File: src/rtl/fwd_select_unit_if.sv
// Bundle between the ID/EX pipeline control and the forwarding/hazard unit.
//
// Handshake: the id_* fields are meaningful only while id_valid is high.
// The unit accepts the ID instruction into EX on a rising edge exactly when
// id_valid & !stall & !flush. stall is the unit's back-pressure and is
// combinational, so the ID stage must hold its fields stable while stall is
// high and re-present the same instruction in the next cycle.
interface fwd_select_unit_if #(
    parameter int NUM_STALL_BITS = 16
);
    logic                      id_valid;
    logic [4:0]                id_rs;
    logic [4:0]                id_rt;
    logic                      id_use_rs;
    logic                      id_use_rt;
    logic [4:0]                id_dest;
    logic                      id_reg_write;
    logic                      id_mem_read;
    logic                      flush;
    logic [1:0]                forward_a;
    logic [1:0]                forward_b;
    logic                      stall;
    logic [NUM_STALL_BITS-1:0] stall_count;

    // Pipeline control side: drives the ID fields, consumes the selects.
    modport master (
        output id_valid, id_rs, id_rt, id_use_rs, id_use_rt,
        output id_dest, id_reg_write, id_mem_read, flush,
        input  forward_a, forward_b, stall, stall_count
    );

    // Forwarding unit side.
    modport slave (
        input  id_valid, id_rs, id_rt, id_use_rs, id_use_rt,
        input  id_dest, id_reg_write, id_mem_read, flush,
        output forward_a, forward_b, stall, stall_count
    );
endinterface

File: src/rtl/fwd_select_unit.sv
// Forwarding-select and load-use hazard unit.
// Keeps a shadow copy of the EX and MEM destination/write flags, registers
// the 2-bit operand mux selects for the instruction entering EX, and raises
// a combinational stall when the ID instruction needs a load still in EX.
// Select codes: 00 = ID/EX value, 01 = EX/MEM ALU result, 10 = MEM/WB value.
module fwd_select_unit #(
    parameter int NUM_STALL_BITS = 16
) (
    input  logic                 clk,
    input  logic                 reset,
    fwd_select_unit_if.slave     bus
);

    // Shadow EX stage
    logic [4:0] ex_dest_q,  ex_dest_d;
    logic       ex_rw_q,    ex_rw_d;
    logic       ex_mr_q,    ex_mr_d;
    // Shadow MEM stage
    logic [4:0] mem_dest_q, mem_dest_d;
    logic       mem_rw_q,   mem_rw_d;
    // Registered selects and stall counter
    logic [1:0] fwd_a_q,    fwd_a_d;
    logic [1:0] fwd_b_q,    fwd_b_d;
    logic [NUM_STALL_BITS-1:0] stall_cnt_q, stall_cnt_d;

    logic stall_c;
    logic issue_c;

    // The EX producer is checked first so the newest value wins; $0 and
    // unused sources never forward.
    function automatic logic [1:0] fwd_sel(
        input logic       use_src,
        input logic [4:0] src,
        input logic       ex_rw,
        input logic [4:0] ex_dest,
        input logic       mem_rw,
        input logic [4:0] mem_dest
    );
        logic [1:0] sel;
        sel = 2'b00;
        if (use_src && (src != 5'd0)) begin
            if (ex_rw && (ex_dest == src)) begin
                sel = 2'b01;
            end else if (mem_rw && (mem_dest == src)) begin
                sel = 2'b10;
            end
        end
        return sel;
    endfunction

    // Load-use detection, next shadow-stage contents, selects and counter.
    always_comb begin
        stall_c = bus.id_valid && !bus.flush && ex_mr_q && ex_rw_q &&
                  (ex_dest_q != 5'd0) &&
                  ((bus.id_use_rs && (bus.id_rs == ex_dest_q)) ||
                   (bus.id_use_rt && (bus.id_rt == ex_dest_q)));
        issue_c = bus.id_valid && !stall_c && !bus.flush;

        // MEM always follows EX.
        mem_dest_d = ex_dest_q;
        mem_rw_d   = ex_rw_q;

        // Default: a bubble enters EX with neutral selects.
        ex_dest_d = 5'd0;
        ex_rw_d   = 1'b0;
        ex_mr_d   = 1'b0;
        fwd_a_d   = 2'b00;
        fwd_b_d   = 2'b00;
        if (issue_c) begin
            ex_dest_d = bus.id_dest;
            ex_rw_d   = bus.id_reg_write;
            ex_mr_d   = bus.id_mem_read;
            fwd_a_d   = fwd_sel(bus.id_use_rs, bus.id_rs, ex_rw_q, ex_dest_q,
                                mem_rw_q, mem_dest_q);
            fwd_b_d   = fwd_sel(bus.id_use_rt, bus.id_rt, ex_rw_q, ex_dest_q,
                                mem_rw_q, mem_dest_q);
        end

        // Saturating count of stall cycles.
        stall_cnt_d = stall_cnt_q;
        if (stall_c && !(&stall_cnt_q)) begin
            stall_cnt_d = stall_cnt_q + 1'b1;
        end
    end

    // State registers; reset leaves bubbles in both shadow stages.
    always_ff @(posedge clk or posedge reset) begin
        if (reset) begin
            ex_dest_q   <= 5'd0;
            ex_rw_q     <= 1'b0;
            ex_mr_q     <= 1'b0;
            mem_dest_q  <= 5'd0;
            mem_rw_q    <= 1'b0;
            fwd_a_q     <= 2'b00;
            fwd_b_q     <= 2'b00;
            stall_cnt_q <= '0;
        end else begin
            ex_dest_q   <= ex_dest_d;
            ex_rw_q     <= ex_rw_d;
            ex_mr_q     <= ex_mr_d;
            mem_dest_q  <= mem_dest_d;
            mem_rw_q    <= mem_rw_d;
            fwd_a_q     <= fwd_a_d;
            fwd_b_q     <= fwd_b_d;
            stall_cnt_q <= stall_cnt_d;
        end
    end

    assign bus.forward_a   = fwd_a_q;
    assign bus.forward_b   = fwd_b_q;
    assign bus.stall       = stall_c;
    assign bus.stall_count = stall_cnt_q;

endmodule

File: src/flat_wrapper.sv
// flat-port wrapper written by rule: the top's interface ports become plain ports
module fwd_select_unit_flat 
#(
    parameter int NUM_STALL_BITS = 16
)
  (clk, reset, bus_id_valid, bus_id_rs, bus_id_rt, bus_id_use_rs, bus_id_use_rt, bus_id_dest, bus_id_reg_write, bus_id_mem_read, bus_flush, bus_forward_a, bus_forward_b, bus_stall, bus_stall_count);
  fwd_select_unit_if #(.NUM_STALL_BITS(NUM_STALL_BITS)) bus_i ();
  input  logic clk;
  input  logic reset;
  input wire logic [$bits(bus_i.id_valid)-1:0] bus_id_valid;
  input wire logic [$bits(bus_i.id_rs)-1:0] bus_id_rs;
  input wire logic [$bits(bus_i.id_rt)-1:0] bus_id_rt;
  input wire logic [$bits(bus_i.id_use_rs)-1:0] bus_id_use_rs;
  input wire logic [$bits(bus_i.id_use_rt)-1:0] bus_id_use_rt;
  input wire logic [$bits(bus_i.id_dest)-1:0] bus_id_dest;
  input wire logic [$bits(bus_i.id_reg_write)-1:0] bus_id_reg_write;
  input wire logic [$bits(bus_i.id_mem_read)-1:0] bus_id_mem_read;
  input wire logic [$bits(bus_i.flush)-1:0] bus_flush;
  output wire logic [$bits(bus_i.forward_a)-1:0] bus_forward_a;
  output wire logic [$bits(bus_i.forward_b)-1:0] bus_forward_b;
  output wire logic [$bits(bus_i.stall)-1:0] bus_stall;
  output wire logic [$bits(bus_i.stall_count)-1:0] bus_stall_count;
  assign bus_i.id_valid = bus_id_valid;
  assign bus_i.id_rs = bus_id_rs;
  assign bus_i.id_rt = bus_id_rt;
  assign bus_i.id_use_rs = bus_id_use_rs;
  assign bus_i.id_use_rt = bus_id_use_rt;
  assign bus_i.id_dest = bus_id_dest;
  assign bus_i.id_reg_write = bus_id_reg_write;
  assign bus_i.id_mem_read = bus_id_mem_read;
  assign bus_i.flush = bus_flush;
  assign bus_forward_a = bus_i.forward_a;
  assign bus_forward_b = bus_i.forward_b;
  assign bus_stall = bus_i.stall;
  assign bus_stall_count = bus_i.stall_count;
  fwd_select_unit #(.NUM_STALL_BITS(NUM_STALL_BITS)) u_core (.clk(clk), .reset(reset), .bus(bus_i));
endmodule
File: config.mk
export PLATFORM = sky130hd
export DESIGN_NAME = fwd_select_unit_flat
export DESIGN_NICKNAME = d
export VERILOG_FILES = /design/src/rtl/fwd_select_unit_if.sv /design/src/rtl/fwd_select_unit.sv /design/src/flat_wrapper.sv
export SDC_FILE = /design/constraint.sdc
export NUM_CORES = 1
export LEC_CHECK = 0
export CORE_AREA = 2 2 66 68
export CTS_BUF_LIST = sky130_fd_sc_hd__clkbuf_4
export CTS_CLUSTER_DIAMETER = 50
export DETAILED_ROUTE_END_ITERATION = 8
export DIE_AREA = 0 0 68 70
export DONT_BUFFER_PORTS = 1
export PLACE_DENSITY = 0.64
export SETUP_SLACK_MARGIN = 0.1
export SYNTH_ARGS = -nofsm -noshare
export SYNTH_HDL_FRONTEND = slang
export SYNTH_SLANG_ARGS = --single-unit
File: constraint.sdc
create_clock -name clk -period 2.2 [get_ports clk]
set_clock_uncertainty 0.2 [all_clocks]
set_input_delay 0.44 -clock clk [delete_from_list [all_inputs] [get_ports clk]]
set_output_delay 0.44 -clock clk [all_outputs]
set_load 0.05 [all_outputs]
==> run_results.csv, run 1 <==
group,metric,value,unit
status,status,"complete, but fails checks",
status,violations,"setup timing",
sta,rsz0062_at_grt,"true",
synthesis,yosysTopAreaCellShare,49.18,%
synthesis,async_flop_share,100.0,%
clock_tree,clkTransAtPathRegs,0.11,ns
floorplanning,coreArea,4144,um^2
clock_tree,cts_tree,"built",
sta,min_period,2.426,ns
synthesis,yosysMostFrequentCell,"dfrtp_1",
setup_path,worstPathCellList,"or4_4 > o2111ai_4 > or2_4 > inv_8",
setup_path,start_kind,"flop",
cells_and_area,diodes,0,
grt,first_global_vias,1372,
floorplanning,start_util,40.52,%
synthesis,synth_seq_cells,33,
routing,drt-total-wl,3669,um
setup_path,worstPathMaxFanout,5,
clock_tree,clock_latency,0.34,ns
routing,drc,0,
setup_path,worstRegToRegCells,6,
setup_path,cp_slowest_cell,"or4_4",
cells_and_area,nets,200,
sta,worst_slack,-0.2259,ns
power_and_ir_drop,power_leakage,0.9571,nW
placed_design,routabilityCongestion,0.7407,
clock_tree,cts.sink_count,33,
synthesis,yosys-top-cells-count,"dfrtp_1 (33), xor2_1 (20), nand3_1 (13), xnor2_1 (13), nor4_1 (12)",
grt,track_usage,17.70,%
synthesis,synth_flop_cell,"dfrtp_1",
setup_path,rrSetupSlack,0,ns
sta,hold_slack,0.04630,ns
floorplanning,die_area,4760,um^2
grt,grt_first_pass_wirelength,6189,um
routing,ant_nets,0,
placed_design,port_buffers,0,
sta,setup_viol,2,
sta,slew_headroom,70.41,%
grt,grt_max_degree,34,
floorplanning,row_count,24,
sta,finalCritPeriodShare,110.3,%
routing,viasPerCell,5.467,
synthesis,yosysSeqAreaShare,49.18,%
clock_tree,cts_buffer_depth,2,
power_and_ir_drop,peakVddDrop,0.2682,mV
routing,vias,1252,
sta,setup_tns,-0.2295,ns
sta,slew_violations,0,
sta,hold_viol_final,0,
synthesis,yosysWarnings,0,
synthesis,syn_area,1679,um^2
setup_path,worstPathRequired,1.56,ns
setup_path,r2r_start,"u_core.ex_dest_q[0]",
setup_path,cpPeakStageDelay,0.56,ns
synthesis,synth.distinct_cells,32,
sta,max_freq,0.4122,GHz
clock_tree,htreeDepth,2,
sta,worst_pin_slew,0.4442,ns
synthesis,syn_avg_cell_area,11.35,um^2
grt,grt_overflow_total,0,
routing,avgRoutedWirePerCell,16.02,um
clock_tree,cts_root_buffer,"clkbuf_4",
synthesis,yosys.area.top_type,"dfrtp_1",
clock_tree,cts_buffers,5,
min_path,hp-class,"in -> reg",
setup_path,critPathCaptureType,"output pin",
placed_design,dp_slack,0.002458,ns
routing,drtIter0Drc,44,
setup_path,reg2reg_to,"u_core.bus.stall_count[1]",
setup_path,crit_end,"bus_stall",
cells_and_area,fin_util,49.40,%
flow_run,maxCapViolations,0,
power_and_ir_drop,finalPower,1.049,mW
synthesis,yosys-top-cells-area,"dfrtp_1 (49%), xor2_1 (10%), xnor2_1 (6.8%), nor4_1 (4.5%), nand3_1 (3.9%)",
setup_path,crit_type,"reg -> out",
synthesis,synthesis.nets,172,
setup_path,worstPathArrival,1.79,ns
cells_and_area,syn_to_final_growth,21.91,%
floorplanning,die_w,68,um
floorplanning,ios,44,
synthesis,synth_edf_count,0,
synthesis,postSynthCellCount,148,
routing,drtPass1Iterations,4,
power_and_ir_drop,p_per_area,512.4,nW/um^2
grt,antenna_found_initial,0,
placed_design,dpl.hpwl,2802,um
setup_path,startpoint,"u_core.ex_dest_q[0]",
cells_and_area,drive_gt1_share,32.77,%
floorplanning,die_h,70,um
flip-flops by register name, summed over array words and instances (netlist names):
| register | flops |
|---|---|
| u_core.bus.forward_b | 2 |
| u_core.ex_dest_q | 5 |
| u_core.bus.stall_count | 16 |
| u_core.ex_rw_q | 1 |
| u_core.mem_rw_q | 1 |
| u_core.mem_dest_q | 5 |
| u_core.ex_mr_q | 1 |
| u_core.bus.forward_a | 2 |
layout make-up:
type                    instances  area (um^2)
fillers                       382         2097
clock inverters                 1        3.754
inverters                       2        15.01
multi-input cells             108        853.3
well taps                      52        65.06
clock buffers                   7        52.55
flip-flops and latches         33        839.6
repair buffers                 26        217.7
worst max-delay path: cells and delay by family (launching register included):
kind / cells / cell delay, ns
flops: 1 / 0.44
compound gates: 1 / 0.20
buf+inv: 1 / 0.07
simple gates: 2 / 0.75
timing repair:
item | in CTS | in global routing
hold buffers | 1 | 0
pin swaps | 1 | 0
endpoints found under the setup margin | 7 | 17
resized for setup | 5 | 2
setup buffers | 3 | 0
hold endpoints to repair | 33 | 0
gates cloned | 0 | 0
logic make-up after synthesis:
group	count (synthesis)	share of synthesized area, %
simple gates	67	25.78
xor+xnor	33	17.21
flops	33	49.18
buf+inv	7	2.087
compound gates	4	2.981
mux	3	2.012
fa+ha+maj	1	0.7450
report_power, final:
part,total (mW),internal [mW],leakage (nW),switching (mW)
combinational,0.0731,0.0351,0.487,0.0380
clock,0.349,0.148,0.0338,0.202
sequential,0.627,0.615,0.436,0.0112
stage by stage:
stage               cells  cell area [um^2]
detailed placement    217              1914
global route          229              2047
floorplan             148              1714
finish                229              2047
global placement      217              1914
CTS                   229              2034
layer usage:
layer,GRT usage (%),vias up,share of wire (%)
li1,-,590,-
met1,18.42,617,38
met4,6.444,0,1.6
met5,0,-,0
met3,6.763,8,7.9
met2,31.28,37,53
how the worst min path moves through the flow:
stage,cells past startpoint,endpoint,from,slack (ns)
floorplan,0,u_core.mem_dest_q[0],u_core.ex_dest_q[0],0.23
global placement,2,u_core.bus.forward_a[1],reset,0.24
detailed placement,2,u_core.bus.stall_count[15],reset,0.25
CTS,1,u_core.ex_dest_q[4],bus_id_dest[4],0.03
global route,1,u_core.ex_rw_q,bus_id_reg_write,0.01
finish,1,u_core.ex_dest_q[4],bus_id_dest[4],0.05
cell usage in the layout (no fill, tap or decap), types with 2 or more instances in the layout:
master and count:
buf_4 22, or4_1 2, mux2_2 2, nor4_1 11, dfrtp_1 22, xnor2_1 12, and3_1 8, nand3_1 13
o211ai_1 2, dfrtp_2 11, clkbuf_4 7, nand4_1 2, xor2_1 20, and4_1 3, nand2_1 9, nor3_1 4
and3_4 2, nor2_1 2, buf_6 2, nor4b_4 2
No activity file was read; power rests on OpenSTA's default activity.
==> run 2, diff against run 1 <==
--- a/config.mk
+++ b/config.mk
@@ -5,13 +5,13 @@
 export SDC_FILE = /design/constraint.sdc
 export NUM_CORES = 1
 export LEC_CHECK = 0
-export CORE_AREA = 2 2 66 68
+export CORE_AREA = 2 2 61 63
 export CTS_BUF_LIST = sky130_fd_sc_hd__clkbuf_4
 export CTS_CLUSTER_DIAMETER = 50
 export DETAILED_ROUTE_END_ITERATION = 8
-export DIE_AREA = 0 0 68 70
+export DIE_AREA = 0 0 63 65
 export DONT_BUFFER_PORTS = 1
-export PLACE_DENSITY = 0.64
+export PLACE_DENSITY = 0.72
 export SETUP_SLACK_MARGIN = 0.1
 export SYNTH_ARGS = -nofsm -noshare
 export SYNTH_HDL_FRONTEND = slang
==> run 2 against run 1 <==
The flow still finishes with violations (setup timing). Total power decreased by 0.69%. Sequential cell count unchanged. Worst hold slack improved by 0.012 ns. Sequential power about the same. Critical endpoint unchanged. Largest power group unchanged.
==> run_results.csv, run 2 (synthesized netlist as in run 1, its figures left out) <==
group,metric,value,unit
status,status,"complete, but fails checks",
status,violations,"setup timing",
routing,drc,0,
sta,slew_headroom,61.01,%
clock_tree,clkTransAtPathRegs,0.09,ns
sta,hold_viol_final,0,
sta,worst_slack,-0.2503,ns
grt,first_global_vias,1400,
flow_run,maxCapViolations,0,
clock_tree,htreeDepth,2,
floorplanning,row_count,22,
clock_tree,cts_buffer_depth,2,
setup_path,worstPathMaxFanout,5,
setup_path,cpPeakStageDelay,0.56,ns
clock_tree,cts.sink_count,33,
min_path,hold_start,"bus_id_mem_read",
min_path,min_path_cells,1,
sta,finalCritPeriodShare,111.4,%
floorplanning,die_w,63,um
routing,viasPerCell,5.668,
cells_and_area,final_area,2095,um^2
floorplanning,coreArea,3496,um^2
setup_path,critPathCaptureType,"output pin",
setup_path,worstPathCellList,"or4_4 > o2111ai_4 > or2_4 > inv_8",
floorplanning,start_util,48.03,%
sta,min_period,2.450,ns
placed_design,routabilityCongestion,0.8305,
setup_path,rrSetupSlack,-0.13,ns
min_path,hp-class,"in -> reg",
power_and_ir_drop,peakVddDrop,0.2993,mV
cells_and_area,syn_to_final_growth,24.74,%
power_and_ir_drop,power_leakage,0.9790,nW
setup_path,worstRegToRegCells,7,
routing,drtIter0Drc,48,
floorplanning,ios,44,
routing,vias,1298,
cells_and_area,diodes,0,
sta,setup_viol,15,
clock_tree,cts_tree,"built",
grt,grt_first_pass_wirelength,6837,um
setup_path,r2r_start,"u_core.ex_dest_q[4]",
grt,grt_max_degree,21,
placed_design,place_area,1929,um^2
setup_path,reg2reg_to,"u_core.bus.stall_count[1]",
placed_design,dpl.hpwl,3006,um
sta,worst_pin_slew,0.5842,ns
sta,setup_tns,-0.8182,ns
setup_path,worstPathArrival,1.81,ns
floorplanning,die_area,4095,um^2
sta,max_freq,0.4081,GHz
grt,antenna_found_initial,0,
sta,rsz0062_at_grt,"true",
clock_tree,cts_root_buffer,"clkbuf_4",
placed_design,dp_slack,0.009823,ns
cells_and_area,nFillCells,307,
cells_and_area,drive_gt1_share,35.36,%
min_path,holdPathEnd,"u_core.ex_mr_q",
routing,drt-total-wl,3999,um
setup_path,crit_type,"reg -> out",
clock_tree,clock_latency,0.33,ns
grt,grt_overflow_total,0,
setup_path,worstPathRequired,1.56,ns
clock_tree,cts_buffers,5,
setup_path,cp_slowest_cell,"or4_4",
grt,track_usage,22.39,%
cells_and_area,final_common_cell,"buf_4",
setup_path,path_buf_inv,1,
cells_and_area,largest_reg_flops,16,
floorplanning,die_h,65,um
setup_path,start_kind,"flop",
routing,ant_nets,0,
routing,avgRoutedWirePerCell,17.46,um
routing,drtPass1Iterations,4,
cells_and_area,nets,204,
placed_design,port_buffers,0,
setup_path,critical-path-top-delay-family,"simple AND/OR/NAND/NOR gates",
cells_and_area,final_cell_mix,"buf_4 (25), dfrtp_1 (22), xor2_1 (20)",
power_and_ir_drop,p_per_area,497.4,nW/um^2
sta,slew_violations,0,
## run 2: cell types whose count changed in the layout (fill, tap and decap cells not counted), sizes merged
| cell | change |
|---|---|
| buf | +4 |
## run 2: final cells by class
| class | count | area [um^2] | share of cell area, % |
|---|---|---|---|
| Timing Repair Buffer | 30 | 260.3 | 12.43 |
| Inverter | 2 | 15.01 | 0.7168 |
| Clock inverter | 1 | 3.754 | 0.1792 |
| Tap cell | 48 | 60.06 | 2.867 |
| Sequential cell | 33 | 839.6 | 40.08 |
| Clock buffer | 7 | 52.55 | 2.509 |
| Multi-Input combinational cell | 108 | 863.3 | 41.22 |
## run 2: what timing repair did
item | CTS | global route
gates resized for setup | 7 | 2
hold endpoints to repair | 13 | 0
hold buffers | 1 | 0
endpoints found under the setup margin | 12 | 16
pin swaps | 1 | 4
setup buffers | 4 | 2
## run 2: how the worst max path moves through the flow
| stage | startpoint | endpoint | slack [ns] | cells past startpoint |
|---|---|---|---|---|
| 6_report | u_core.ex_dest_q[4] | bus_stall | -0.25 | 4 |
| 5_1_grt | u_core.ex_dest_q[4] | bus_stall | -0.33 | 4 |
| 4_1_cts | u_core.ex_dest_q[0] | bus_stall | -0.25 | 4 |
| 3_5_place_dp | u_core.ex_dest_q[0] | u_core.bus.stall_count[12] | 0.01 | 6 |
| 3_3_place_gp | u_core.ex_dest_q[0] | u_core.bus.stall_count[1] | 0.05 | 5 |
| 2_1_floorplan | u_core.bus.stall_count[5] | u_core.bus.stall_count[1] | 0.03 | 5 |
## run 2: metrics by stage
| step | instances | util (%) | power, mW | hold WS, ns |
|---|---|---|---|---|
| after floorplan | 148 | - | 0.6933 | 0.2303 |
| after detailed placement | 214 | 55.19 | 0.7154 | 0.2156 |
| after global placement | 214 | 55.19 | 0.7097 | 0.2030 |
| final | 229 | 59.91 | 1.042 | 0.05804 |
| after CTS | 227 | 59.20 | 1.055 | 0.04390 |
| after global routing | 229 | 59.91 | 1.093 | 0.03573 |
## run 2: power by group
| part | total (mW) | internal [mW] | leakage [nW] | switching (mW) |
|---|---|---|---|---|
| clock network | 0.335 | 0.147 | 0.0338 | 0.187 |
| logic | 0.0807 | 0.0384 | 0.509 | 0.0423 |
| registers | 0.626 | 0.615 | 0.436 | 0.0109 |
## run 2: per-layer routing
metal  vias up  global-route usage, %  share of wire (%)  wire, um
met1       637                  22.29                 34      1367
met5         -                      0                  0         0
met3        11                  7.118                6.8       271
li1        597                      -                  -         -
met4         0                  10.83                2.5        99
met2        53                  41.89                 57      2260
==> run 3, diff against run 2 <==
--- a/config.mk
+++ b/config.mk
@@ -8,6 +8,7 @@
 export CORE_AREA = 2 2 61 63
 export CTS_BUF_LIST = sky130_fd_sc_hd__clkbuf_4
 export CTS_CLUSTER_DIAMETER = 50
+export CTS_CLUSTER_SIZE = 8
 export DETAILED_ROUTE_END_ITERATION = 8
 export DIE_AREA = 0 0 63 65
 export DONT_BUFFER_PORTS = 1
==> results of run 3 <==
No change in the layout: final DEF, timing and power equal those of run 2.
